`src/rtl/led_mode_sequencer.sv`:
```
// Switch/button front end and LED pattern generator (PASS, BLINK, CHASE, COUNT).
// Define LED_SEQ_COUNT_EN to build COUNT mode; otherwise the mode cycle is PASS->BLINK->CHASE.
module led_mode_sequencer #(
    parameter int N          = 4,
    parameter int TICK_DIV   = 4,
    parameter int DEB_CYCLES = 3
) (
    input  logic         i_clk,
    input  logic         i_rst_n,
    input  logic [N-1:0] i_switch,
    input  logic         i_button,
    output logic [N-1:0] o_LED,
    output logic [1:0]   o_mode,
    output logic         o_tick
);
    localparam int PW = (TICK_DIV > 1) ? $clog2(TICK_DIV) : 1;
    localparam int DW = (DEB_CYCLES > 1) ? $clog2(DEB_CYCLES) : 1;
    localparam logic [PW-1:0] PRESC_LAST = PW'(TICK_DIV - 1);
    localparam logic [DW-1:0] DEB_LAST   = DW'(DEB_CYCLES - 1);

    typedef enum logic [1:0] {
        MODE_PASS  = 2'd0,
        MODE_BLINK = 2'd1,
        MODE_CHASE = 2'd2,
        MODE_COUNT = 2'd3
    } mode_t;

    logic [N-1:0]  r_sw_meta, r_sw_s;
    logic          r_btn_meta, r_btn_s;
    logic [DW-1:0] r_deb_cnt;
    logic          r_btn_db, r_btn_db_d;
    logic          w_btn_rise;
    mode_t         r_mode, w_mode_next;
    logic          w_mode_chg;
    logic [PW-1:0] r_presc;
    logic          w_tick;
    logic          r_phase;
    logic [N-1:0]  r_chase;
    logic [N-1:0]  w_count_led;
    logic [N-1:0]  r_led;

    // NOTE: sequential state uses non-blocking assignments so every flop samples pre-edge values.
    always_ff @(posedge i_clk or negedge i_rst_n) begin
        if (!i_rst_n) begin
            r_sw_meta  <= '0;
            r_sw_s     <= '0;
            r_btn_meta <= 1'b0;
            r_btn_s    <= 1'b0;
        end else begin
            r_sw_meta  <= i_switch;
            r_sw_s     <= r_sw_meta;
            r_btn_meta <= i_button;
            r_btn_s    <= r_btn_meta;
        end
    end

    // A change is accepted only after DEB_CYCLES consecutive differing samples.
    always_ff @(posedge i_clk or negedge i_rst_n) begin
        if (!i_rst_n) begin
            r_deb_cnt  <= '0;
            r_btn_db   <= 1'b0;
            r_btn_db_d <= 1'b0;
        end else begin
            r_btn_db_d <= r_btn_db;
            if (r_btn_s == r_btn_db) begin
                r_deb_cnt <= '0;
            end else if (r_deb_cnt == DEB_LAST) begin
                r_btn_db  <= r_btn_s;
                r_deb_cnt <= '0;
            end else begin
                r_deb_cnt <= r_deb_cnt + DW'(1);
            end
        end
    end

    assign w_btn_rise = r_btn_db & ~r_btn_db_d;

    always_ff @(posedge i_clk or negedge i_rst_n) begin
        if (!i_rst_n) r_mode <= MODE_PASS;
        else          r_mode <= w_mode_next;
    end

    // NOTE: default assignment first keeps this combinational block latch-free.
    always_comb begin
        w_mode_next = r_mode;
        if (w_btn_rise) begin
            case (r_mode)
                MODE_PASS:  w_mode_next = MODE_BLINK;
                MODE_BLINK: w_mode_next = MODE_CHASE;
`ifdef LED_SEQ_COUNT_EN
                MODE_CHASE: w_mode_next = MODE_COUNT;
`else
                MODE_CHASE: w_mode_next = MODE_PASS;
`endif
                default:    w_mode_next = MODE_PASS;
            endcase
        end
    end

    always_comb begin
        o_mode     = r_mode;
        w_mode_chg = (w_mode_next != r_mode);
    end

    assign w_tick = (r_presc == PRESC_LAST);
    assign o_tick = w_tick;

    // A mode change reinitializes the pattern even when it coincides with a tick.
    always_ff @(posedge i_clk or negedge i_rst_n) begin
        if (!i_rst_n) begin
            r_presc <= '0;
            r_phase <= 1'b1;
            r_chase <= N'(1);
        end else if (w_mode_chg) begin
            r_presc <= '0;
            r_phase <= 1'b1;
            r_chase <= N'(1);
        end else if (w_tick) begin
            r_presc <= '0;
            r_phase <= ~r_phase;
            r_chase <= {r_chase[N-2:0], r_chase[N-1]};
        end else begin
            r_presc <= r_presc + PW'(1);
        end
    end

`ifdef LED_SEQ_COUNT_EN
    logic [N-1:0] r_count;

    always_ff @(posedge i_clk or negedge i_rst_n) begin
        if (!i_rst_n)        r_count <= '0;
        else if (w_mode_chg) r_count <= '0;
        else if (w_tick)     r_count <= r_count + N'(1);
    end

    assign w_count_led = r_count;
`else
    assign w_count_led = '0;
`endif

    always_ff @(posedge i_clk or negedge i_rst_n) begin
        if (!i_rst_n) begin
            r_led <= '0;
        end else begin
            case (r_mode)
                MODE_PASS:  r_led <= r_sw_s;
                MODE_BLINK: r_led <= r_sw_s & {N{r_phase}};
                MODE_CHASE: r_led <= r_chase;
                default:    r_led <= w_count_led;
            endcase
        end
    end

    assign o_LED = r_led;

endmodule

```
`config.mk`:
```
export PLATFORM = sky130hd
export DESIGN_NAME = led_mode_sequencer
export DESIGN_NICKNAME = d
export VERILOG_FILES = /design/src/rtl/led_mode_sequencer.sv
export SDC_FILE = /design/constraint.sdc
export NUM_CORES = 1
export LEC_CHECK = 0
export BUFFER_PORTS_ARGS = -buffer_cell sky130_fd_sc_hd__buf_2
export CORE_MARGIN = 1.5
export CORE_UTILIZATION = 45
export CTS_CLUSTER_DIAMETER = 80
export DETAILED_ROUTE_END_ITERATION = 10
export PLACE_DENSITY = 0.74
export SYNTH_ARGS = -nofsm -noshare
export SYNTH_HDL_FRONTEND = slang
export SYNTH_SLANG_ARGS = --single-unit
export TNS_END_PERCENT = 20
```
`constraint.sdc`:
```
create_clock -name i_clk -period 3.6 [get_ports i_clk]
set_clock_uncertainty 0.1 [all_clocks]
set_input_delay 0.18 -clock i_clk [delete_from_list [all_inputs] [get_ports i_clk]]
set_output_delay 0.18 -clock i_clk [all_outputs]
set_load 0.02 [all_outputs]
```
==> qor.yml <==
layout:
  n_antenna_cell: 0
  final_area_um2: 1110
  area_growth_pct: 17.7
  drive_gt1_frac: 0.288
  nets: 89
logic_synthesis:
  synth_nets: 67
  synth_top_family_by_area: "simple AND/OR/NAND/NOR gates"
  synthSimpleGateAreaFrac: 0.104
  ys_ff_latch: 27
  synth_mux_area_frac: 0.0598
  synth_top_area_share: 0.664
  synth_cells: 59
  synthArstFlopShare: 1.00
  synth_area_um2: 942
  ys_top_cells_by_area: "dfrtp_1 (66%), dfstp_2 (5.6%), a32o_1 (4.2%)"
  synthAdderAreaFrac: 0.0133
  synth-seq-area-share: 0.720
  ys.flop_type: "dfrtp_1"
  synth_compound_area_frac: 0.0571
  yosysMostFrequentCell: "dfrtp_1"
  synth_area_per_cell_um2: 16.0
  yosys-top-cells-count: "dfrtp_1 (25), a32o_1 (4), nor2_1 (4), mux2i_1 (3), nor2b_1 (3)"
  synth_area_leader_cell: "dfrtp_1"
  ys_types: 20
  synth_xor_area_frac: 0.0186
  ys_warn_count: 0
  synth_edf_count: 0
timing:
  timing.slew.headroom: 0.623
  rsz0062_at_grt: "no"
  setup-violations-final: 0
  tightest_slew_ns: 0.565
  min_period_ns: 1.56
  finalHoldViolCount: 0
  period_share: 0.433
  max_freq_mhz: 641
  layout_setup_ws_ns: 2.04
  tns_ns: 0
  slew_violations: 0
route:
  drc: 0
  vias_per_cell: 4.83
  final_antenna_net_count: 0
  drt_iter0_markers: 7
  wl_mm: 1.28
  first_pass_iters: 4
  vias: 517
  wl_per_cell_um: 11.9
job:
  maxCapViolations: 0
critical_path:
  r2r_cells: 3
  worstSetupPathType: "reg2out"
  endpoint_kind: "output port"
  endpoint: "o_tick"
  cp_max_fo: 8
  worstPathRequired_ns: 3.32
  regToRegEndpoint: "r_chase[0]$_DFFE_PN1P_"
  startpoint_type: "flip-flop"
  rrSetupSlack_ns: 2.22
  crit_start: "r_presc[0]$_DFF_PN0_"
  cp.arrival_ns: 1.28
  r2r_start: "r_presc[0]$_DFF_PN0_"
global_route:
  grt_max_degree: 28
  grt_pass1_vias: 542
  globalRoute.totalOverflow: 0
  grt_pass1_wl_mm: 2.32
  grt_usage: 0.131
  antenna_found_initial: 0
placed_design:
  gp_congestion: 0.702
  dp_hpwl_um: 891
  pre_cts_ws_ns: 2.23
  placed_cell_area_um2: 1020
  portBuffers: 13
floorplanning:
  dieArea_um2: 2380
  die_h_um: 48.8
  initial_core_util: 0.480
  die_x_um: 48.8
  io-pin-count: 14
  rows: 16
  core-area_um2: 1960
clock_tree:
  numClockSinks: 27
  cts_resized: 0
  cts.clk_slew.worst_paths_ns: 0.14
  cts_root_buf: "clkbuf_4"
  clock_tree.buffer_depth: 2
  cts_buffers: 3
  insertion_delay_ns: 0.32
  h-tree-depth: 1
  cts_tree: "done"
power:
  powerDensity_nw_per_um2: 773
  vdd_drop_max_uv: 342
  leakagePower_nw: 0.507
  totalPowerFinal_mw: 0.857
worst_hold_path:
  hp-class: "in2async"
run_status:
  status: "finished clean"
-- layout by cell type (no fill, tap or decap), drive strengths merged --
cell type,count
dlygate4sd3,6
dfstp,2
nand4bb,1
a211o,1
xnor2,2
and2b,1
o21ai,1
a32o,4
ha,1
buf,13
clkinvlp,1
nand2b,2
mux2i,3
nor3b,1
inv,1
nor3,2
dfrtp,25
mux2,2
nor2,4
nor2b,4
clkbuf,3
-- per-stage QoR --
step	hold WS [ns]	cells	utilization
5_1_grt	0.274	107	0.565
6_report	0.265	107	0.565
2_1_floorplan	-0.216	59	-
3_3_place_gp	0.0980	97	0.519
3_5_place_dp	0.104	97	0.519
4_1_cts	0.268	107	0.565
-- layer usage --
layer  global-route usage  part of all wire  wire length (um)  up-vias
li1                     -                 -                 -      243
met4               0.0286                 0                 0        0
met5                    0                 0                 0        -
met3               0.0556             0.044                56        0
met1                0.157              0.44               565      261
met2                0.219              0.51               655       13
-- worst min-delay path by stage --
stage / slack (ns) / depth (start not counted) / endpoint
floorplan: -0.22 / 0 / o_LED[0]$_DFF_PN0_
global placement: 0.1 / 1 / o_mode[0]$_DFF_PN0_
detailed placement: 0.10 / 1 / r_presc[1]$_DFF_PN0_
CTS: 0.27 / 2 / r_deb_cnt[1]$_DFF_PN0_
global route: 0.27 / 0 / r_btn_s$_DFF_PN0_
finish: 0.27 / 2 / r_btn_db_d$_DFF_PN0_
-- timing repair --
item | 4_1_cts | 5_1_grt
setup buffers | 0 | 0
hold endpoints to repair | 30 | 0
setup endpoints to repair | 0 | 0
hold buffers | 6 | 0
-- area by class of cell --
cell class / count / area (um^2)
Fill cell: 178 / 853
Sequential cell: 27 / 678
Multi-Input combinational cell: 29 / 238
Timing Repair Buffer: 19 / 125
Tap cell: 27 / 33.8
Clock buffer: 3 / 22.5
Clock inverter: 1 / 7.51
Inverter: 1 / 3.75
-- power breakdown --
part	internal [mW]	switching, mW	leakage [nW]
sequential	0.396	0.0596	0.327
clock	0.0424	0.0838	0.0139
combinational	0.134	0.141	0.166
-- sequential cells by signal (all words and copies together), names as in the netlist --
name and count:
o_LED 4, r_chase 4, r_sw_meta 4, r_sw_s 4, o_mode 2, r_deb_cnt 2, r_presc 2, r_btn_db 1
r_btn_db_d 1, r_btn_meta 1, r_btn_s 1, r_phase 1
-- critical path, stage by stage, from the launching register on --
cell and delay [ns]:
dfrtp_1 0.38, ha_1 0.35, buf_2 0.24
-- cells by family after synthesis --
kind of cell	count (synthesis)
simple gates	15
compound gates	6
buf+inv	3
xor+xnor	2
fa+ha+maj	1
flops	27
mux	5
(Power assumes the default switching activity.)
